--- config.mk ---
export PLATFORM = sky130hd
export DESIGN_NAME = cacheline_mem_arbiter
export DESIGN_NICKNAME = d
export VERILOG_FILES = /design/src/rtl/cacheline_mem_arbiter.sv
export SDC_FILE = /design/constraint.sdc
export NUM_CORES = 1
export LEC_CHECK = 0
export BUFFER_PORTS_ARGS = -buffer_cell sky130_fd_sc_hd__buf_2
export CORE_AREA = 2 2 540 542
export CTS_CLUSTER_DIAMETER = 200
export CTS_CLUSTER_SIZE = 30
export DETAILED_ROUTE_END_ITERATION = 16
export DIE_AREA = 0 0 542 544
export GPL_TIMING_DRIVEN = 0
export PLACE_DENSITY = 0.3
export SLEW_MARGIN = 10
export SYNTH_ARGS = -nofsm -noshare
export SYNTH_HDL_FRONTEND = slang
export SYNTH_SLANG_ARGS = --single-unit
--- constraint.sdc ---
create_clock -name clk -period 2.3 [get_ports clk]
set_clock_uncertainty 0.1 [all_clocks]
set_input_delay 0.23 -clock clk [delete_from_list [all_inputs] [get_ports clk]]
set_output_delay 0.23 -clock clk [all_outputs]
set_load 0.05 [all_outputs]
--- src/rtl/cacheline_mem_arbiter.sv ---
// Arbitrates the shared physical-memory line port between the icache and dcache miss paths.
// The data side has priority; a streak counter bounds how long a waiting icache request can be passed over.
module cacheline_mem_arbiter #(
  parameter int unsigned LINE_W       = 256,
  parameter int unsigned ADDR_W       = 32,
  parameter int unsigned MAX_D_STREAK = 4
) (
  input  logic              clk,
  input  logic              rst,
  input  logic              i_read,
  input  logic [ADDR_W-1:0] i_address,
  output logic [LINE_W-1:0] i_rdata,
  output logic              i_resp,
  input  logic              d_read,
  input  logic              d_write,
  input  logic [ADDR_W-1:0] d_address,
  input  logic [LINE_W-1:0] d_wdata,
  output logic [LINE_W-1:0] d_rdata,
  output logic              d_resp,
  output logic              pmem_read,
  output logic              pmem_write,
  output logic [ADDR_W-1:0] pmem_address,
  output logic [LINE_W-1:0] pmem_wdata,
  input  logic [LINE_W-1:0] pmem_rdata,
  input  logic              pmem_resp
);

  localparam int unsigned STREAK_W = $clog2(MAX_D_STREAK + 1);
  localparam logic [STREAK_W-1:0] STREAK_MAX = STREAK_W'(MAX_D_STREAK);

  typedef enum logic [1:0] {IDLE, GRANT_I, GRANT_D, DONE} state_e;

  state_e              state_q, state_d;
  logic [STREAK_W-1:0] streak_q;
  logic [LINE_W-1:0]   line_q;
  logic                d_req_c, force_i_c;
  logic                grant_i_c, grant_d_c, finish_c;

  assign d_req_c   = d_read | d_write;
  assign force_i_c = i_read && (streak_q == STREAK_MAX);

  // Both requesters see the single line buffer; only the owner's resp qualifies it.
  assign i_rdata = line_q;
  assign d_rdata = line_q;

  always_ff @(posedge clk or negedge rst) begin
    if (!rst) state_q <= IDLE;
    else      state_q <= state_d;
  end

  always_comb begin
    state_d   = state_q;
    grant_i_c = 1'b0;
    grant_d_c = 1'b0;
    finish_c  = 1'b0;
    case (state_q)
      IDLE: begin
        if (d_req_c && !force_i_c) begin
          grant_d_c = 1'b1;
          state_d   = GRANT_D;
        end else if (i_read) begin
          grant_i_c = 1'b1;
          state_d   = GRANT_I;
        end
      end
      GRANT_I, GRANT_D: begin
        if (pmem_resp) begin
          finish_c = 1'b1;
          state_d  = DONE;
        end
      end
      DONE:    state_d = IDLE;
      default: state_d = IDLE;
    endcase
  end

  // Command latches, line capture, completion pulses and the starvation streak.
  always_ff @(posedge clk or negedge rst) begin
    if (!rst) begin
      pmem_read    <= 1'b0;
      pmem_write   <= 1'b0;
      pmem_address <= '0;
      pmem_wdata   <= '0;
      line_q       <= '0;
      streak_q     <= '0;
      i_resp       <= 1'b0;
      d_resp       <= 1'b0;
    end else begin
      i_resp <= 1'b0;
      d_resp <= 1'b0;
      if (grant_d_c) begin
        // A request with both read and write set is a writeback.
        pmem_read    <= ~d_write;
        pmem_write   <= d_write;
        pmem_address <= d_address;
        pmem_wdata   <= d_wdata;
        if (!i_read)                    streak_q <= '0;
        else if (streak_q != STREAK_MAX) streak_q <= streak_q + STREAK_W'(1);
      end else if (grant_i_c) begin
        pmem_read    <= 1'b1;
        pmem_write   <= 1'b0;
        pmem_address <= i_address;
        streak_q     <= '0;
      end
      if (finish_c) begin
        pmem_read  <= 1'b0;
        pmem_write <= 1'b0;
        if (pmem_read) line_q <= pmem_rdata;
        i_resp <= (state_q == GRANT_I);
        d_resp <= (state_q == GRANT_D);
      end
    end
  end

endmodule

==> results of run 1 <==
cell usage in the layout, fill, tap and decap left out, types with 2 or more instances in the layout:
| cell | count |
|---|---|
| buf_2 | 1394 |
| o21ai_0 | 3 |
| buf_6 | 18 |
| dlygate4sd3_1 | 583 |
| diode_2 | 46 |
| buf_4 | 276 |
| clkbuf_8 | 3 |
| o31ai_1 | 33 |
| inv_16 | 3 |
| nor2_1 | 2 |
| buf_12 | 6 |
| a21oi_1 | 34 |
| dfrtp_1 | 553 |
| clkbuf_1 | 15 |
| ha_1 | 3 |
| nand3_1 | 2 |
| clkbuf_16 | 28 |
| nor3_1 | 33 |
| buf_8 | 7 |
| clkbuf_2 | 4 |
| buf_16 | 9 |
| mux2_2 | 512 |
| inv_1 | 5 |
| inv_2 | 2 |
| nand2_1 | 35 |
flip-flops by register name, summed over array words and instances (netlist names):
register      count
d_rdata         256
pmem_wdata      256
pmem_address     32
streak_q          3
state_q           2
d_resp            1
i_resp            1
pmem_read         1
pmem_write        1
worst reg2reg max path: cells and delay by family (launching register included):
kind                     cells  cell delay (ns)
flip-flops                   1             0.42
adder cells (fa/ha/maj)      1             0.22
buffers and inverters        3             0.72
multiplexers                 1             0.36
AND/OR/NAND/NOR              2             0.29
kinds of logic after synthesis:
family,Yosys count,share of synthesized area (%)
simple gates,81,1.653
compound gates,79,2.224
fa+ha+maj,5,0.2719
flops,553,60.13
buf+inv,343,10.66
mux,512,25.05
final cells by class:
type	count	area, sq um	area share (%)
sequential	553	13840	32.95
inverter	7	26.28	0.06256
timing repair buffer	1986	13140	31.28
clock buffer	26	639.4	1.522
clock inverter	6	115.1	0.2741
tap	3800	4755	11.32
antenna	46	115.1	0.2741
buffer	333	2614	6.224
multi-input combinational	677	6759	16.09
what timing repair did:
action,4_1_cts,5_1_grt
cloned,2,2
endpoints found under the hold margin,754,0
hold buffers,584,0
resized for setup,63,6
setup buffers,5,4
endpoints found under the setup margin,545,470
pin swaps,2,2
per-layer routing:
layer / track usage, % / part of all wire, % / vias up
met5: 0 / 0.25 / -
met1: 14.15 / 40 / 10660
li1: - / - / 9257
met3: 5.449 / 11 / 251
met2: 19.67 / 46 / 1068
met4: 2.927 / 2.5 / 68
how the worst max path moves through the flow:
stage	start	to	slack [ns]	depth (start not counted)
2_1_floorplan	state_q[0]	pmem_wdata[100]	0.18	8
3_3_place_gp	rst	pmem_address[25]	-12.92	1
3_5_place_dp	state_q[0]	d_rdata[179]	-1.33	7
4_1_cts	state_q[0]	d_rdata[94]	0.005	8
5_1_grt	streak_q[1]	pmem_wdata[122]	0.003	8
6_report	d_rdata[77]	i_rdata[77]	0.04	2
through the flow:
step	instance area [sq um]	std cells	setup WS (ns)	util [%]	TNS, ns
after floorplan	23010	1573	0.1786	-	0
after global placement	34690	6756	-12.92	11.99	-7572.16
after detailed placement	34860	6762	-1.335	12.05	-495.16
after CTS	41790	7383	0.004985	14.44	0
after global routing	41920	7404	0.002913	14.49	0
final	42000	7434	0.03775	14.51	0
==> impl_metrics.yaml, run 1 <==
cts:
  tritoncts.num_buffers: 24
  max-clock-path-buffers: 3
  clock_tree.htree_level_count: 1
  cts.reportedPaths.clkPinSlew_ns: 0.13
  cts.sink_count: 553
  clkLatencyLatePin_ns: 0.69
  cts_tree: "built"
  clock-root-buffer: "clkbuf_16"
worst_setup_path:
  critical_path_arrival_ns: 1.93
  crit-reg2reg-capture: "d_rdata[67]"
  criticalPathCategory: "flip-flop to output port"
  r2r_setup_slack_ns: 0.09
  path_buf_inv: 2
  critPathMaxStageDelay_ns: 0.73
  critical_path_required_ns: 1.97
  setup.worst_path.start_class: "flip-flop"
  critical_path_peak_fanout: 3
  critPathTopFamily: "flip-flops"
  timing.critical_path.slowest_stage_cell: "dfrtp_1"
  timing.critical_path.to_type: "output port"
  worst_reg2reg_startpoint: "state_q[0]"
  worstPathCellList: "buf_4 -> buf_2"
  r2r.worst_path.cells: 7
synth:
  synth_flop_cell: "dfrtp_1"
  syn-cell-area_sq_um: 23010
  synthesis.nets: 2160
  asyncSetResetFlopFracSynth_pct: 100.0
  syn_inst: 1573
  synth-edff-count: 0
  ys_warn_count: 0
  post-synth-top-area-fraction_pct: 60.13
  synth_top_cells_by_count: "dfrtp_1, mux2_2, buf_4, nand2_1, a21oi_1"
  synthMostInstantiatedCell: "dfrtp_1"
  yosys-top-cells-area: "dfrtp_1, mux2_2, buf_4"
  synth_cell_types: 31
  yosys.area.top_type: "dfrtp_1"
  synth_sequential_area_ratio_pct: 60.13
  synth_seq_cells: 553
  synth.avg_cell_area_sq_um: 14.63
floorplan:
  die-height_um: 544
  fp.coreArea_sq_um: 289400
  dieArea_sq_um: 294800
  core.rowCount: 198
  initial_utilization_pct: 7.953
  top_level_ports: 1386
  chipWidth_um: 542
grt:
  grt_pass1_vias: 22000
  grt_use_total_pct: 12.00
  grt_start_max_net_pins: 93
  grt_pass1_wl_um: 232300
  grt_overflow: 0
  antenna_found_initial: 131
job:
  cap_viol_max_count: 0
sta:
  final.period_utilization_pct: 98.36
  setup-violations-final: 0
  timing_hold_violations_final: 0
  final.hold.worst_slack_ns: 0.1690
  worstMarginPinSlew_ns: 0.6931
  slew_headroom_pct: 53.79
  max_slew_violation_count: 0
  rsz0062_at_grt: "no"
  achievable-frequency_mhz: 442.0
  period_needed_ns: 2.262
final_layout:
  area_growth_pct: 82.50
  fillCellCount: 32730
  drive_above_1_share_pct: 63.35
  final_nets: 4169
routing:
  drc: 0
  antenna_left: 0
  post_detailed_routing_wire_length_um: 185400
  average_detailed_routed_wire_length_per_instance_um: 24.94
  initial_detailed_routing_violation_count: 905
  via_count: 21300
  firstDrtPassIters: 4
  route.detailed.vias_per_inst: 2.865
run_status:
  outcome: "completed"
place:
  count_of_input_and_output_buffers: 1383
  gp_routability_congestion: 0.9035
  post-dp-hpwl_um: 161100
min_path:
  timing.hold.worst_endpoint: "pmem_wdata[232]"
  hold_path_cells: 3
  worst_hold_path_type: "input port to flip-flop"
  worstHoldStart: "d_wdata[232]"
Power of run 1 is not shown: default switching activity piles up to over one toggle a cycle in this logic, so the estimate is an artifact.
==> run 2, diff against run 1 <==
==> constraint.sdc (replaced) <==
create_clock -name clk -period 2.3 [get_ports clk]
set_clock_uncertainty 0.1 [all_clocks]
set_input_delay 0.23 -clock clk [delete_from_list [all_inputs] [get_ports clk]]
set_output_delay 0.23 -clock clk [all_outputs]
set_load 0.1 [all_outputs]
==> run 2 against run 1 <==
Against the previous run: non-clock buffer count stayed put; largest cell class unchanged; die area is the same; critical path depth did not move; final area grew 0.13%; first-iteration DRC count is 5.5% higher; via count about the same; worst setup slack gained 0.041 ns; worst hold slack is essentially flat.
==> impl_metrics.yaml, run 2 (synthesis results as in run 1) <==
final_layout:
  stdcell_count: 7434
  layout_common_cells: "buf_2, dlygate4sd3_1, dfrtp_1"
  final_nets: 4169
  drive_above_1_share_pct: 63.57
  register_area_sq_um: 13850
  area_growth_pct: 82.75
  layout_commonest_cell: "buf_2"
  fillCellCount: 32730
  multi_input_area_sq_um: 6759
routing:
  detail_route.wirelength.met1_um: 74960
  route.detailed.vias_per_inst: 2.868
  antenna_left: 0
  firstDrtPassIters: 4
  top_signal_layer_used: "met5"
  post_detailed_routing_wire_length_um: 185300
  drc: 0
  met2_length_um: 85520
  average_detailed_routed_wire_length_per_instance_um: 24.93
  initial_detailed_routing_violation_count: 955
  via_count: 21320
  wl_met3_um: 19990
worst_setup_path:
  criticalPathCategory: "flip-flop to output port"
  critical_path_required_ns: 1.97
  timing.critical_path.slowest_stage_cell: "dfrtp_2"
  critPathMaxStageDelay_ns: 0.57
  critical_path_arrival_ns: 1.89
  timing.critical_path.to_type: "output port"
  critical_path_peak_fanout: 3
  setup.worst_path.start_class: "flip-flop"
  worst_reg2reg_startpoint: "state_q[0]"
  worstPathCellList: "buf_4 -> buf_2"
  critPathLaunch: "d_rdata[84]"
floorplan:
  chipWidth_um: 542
  dieArea_sq_um: 294800
  die-height_um: 544
  fp.coreArea_sq_um: 289400
  core.rowCount: 198
  initial_utilization_pct: 7.953
  top_level_ports: 1386
grt:
  grt_overflow: 0
  grt_pass1_vias: 21960
  grt_start_max_net_pins: 93
  antenna_found_initial: 130
  grt_pass1_wl_um: 232300
  grt_use_total_pct: 11.99
cts:
  cts_tree: "built"
  clock-root-buffer: "clkbuf_16"
  max-clock-path-buffers: 3
  tritoncts.num_buffers: 24
  clkLatencyLatePin_ns: 0.69
  clock_tree.htree_level_count: 1
  cts.sink_count: 553
  cts.reportedPaths.clkPinSlew_ns: 0.12
place:
  place.detailed.instances: 6762
  gp_routability_congestion: 0.9035
  count_of_input_and_output_buffers: 1383
  post-dp-hpwl_um: 161100
sta:
  setup-violations-final: 0
  slew_headroom_pct: 46.66
  worstMarginPinSlew_ns: 0.8057
  rsz0062_at_grt: "no"
  achievable-frequency_mhz: 450.2
  max_slew_violation_count: 0
  final.period_utilization_pct: 96.58
  period_needed_ns: 2.221
  timing_hold_violations_final: 0
min_path:
  worst_hold_path_type: "input port to flip-flop"
  worstHoldStart: "d_wdata[232]"
run_status:
  outcome: "completed"
job:
  cap_viol_max_count: 0
[run 2: metal layers]
layer / GRT usage, % / vias to the layer above
li1: - / 9259
met1: 14.15 / 10690
met2: 19.74 / 1063
met3: 5.436 / 237
met4: 2.769 / 68
met5: 0 / -
[run 2: critical path, delay by kind of cell, from the launching register on]
family / cells / cell delay (ns)
buffers and inverters: 2 / 0.58
flip-flops: 1 / 0.57
[run 2: what timing repair did]
| action | 4_1_cts | 5_1_grt |
|---|---|---|
| hold endpoints to repair | 754 | 0 |
| setup endpoints to repair | 575 | 460 |
| setup buffers | 5 | 4 |
| hold buffers | 584 | 0 |
| gates resized for setup | 89 | 11 |
| pin swaps | 2 | 2 |
| gates cloned | 2 | 2 |
[run 2: cell type report]
class,count,share of cell area (%)
Buffer,333,6.248
Multi-Input combinational cell,677,16.07
Timing Repair Buffer,1986,31.31
Tap cell,3800,11.31
Clock buffer,26,1.520
Antenna cell,46,0.2737
Inverter,7,0.06248
Clock inverter,6,0.2737
Sequential cell,553,32.93
[run 2: metrics by stage]
step	TNS (ns)	hold WS [ns]	setup slack (ns)	area, sq um	util [%]
final	0	0.1687	0.07870	42050	14.53
after global placement	-7572.16	0.3576	-12.92	34690	11.99
after CTS	0	0.06782	0.0002787	41840	14.46
after floorplan	0	-0.1656	0.1780	23010	-
after detailed placement	-495.16	0.02904	-1.335	34860	12.05
after global routing	0	0.1124	0.001414	41980	14.51
[run 2: worst paths after layout]
| kind | to | slack (ns) | cells after the start |
|---|---|---|---|
| max in group asynchronous | pmem_wdata[247] | 0.20 | 6 |
| max reg2reg | pmem_wdata[124] | 0.10 | 8 |
| min in group asynchronous | pmem_wdata[148] | 0.51 | 4 |
| min reg2reg | pmem_address[31] | 0.39 | 2 |
| min | pmem_wdata[232] | 0.17 | 3 |
| max | i_rdata[84] | 0.08 | 2 |
Power of run 2 is left out for the same reason.
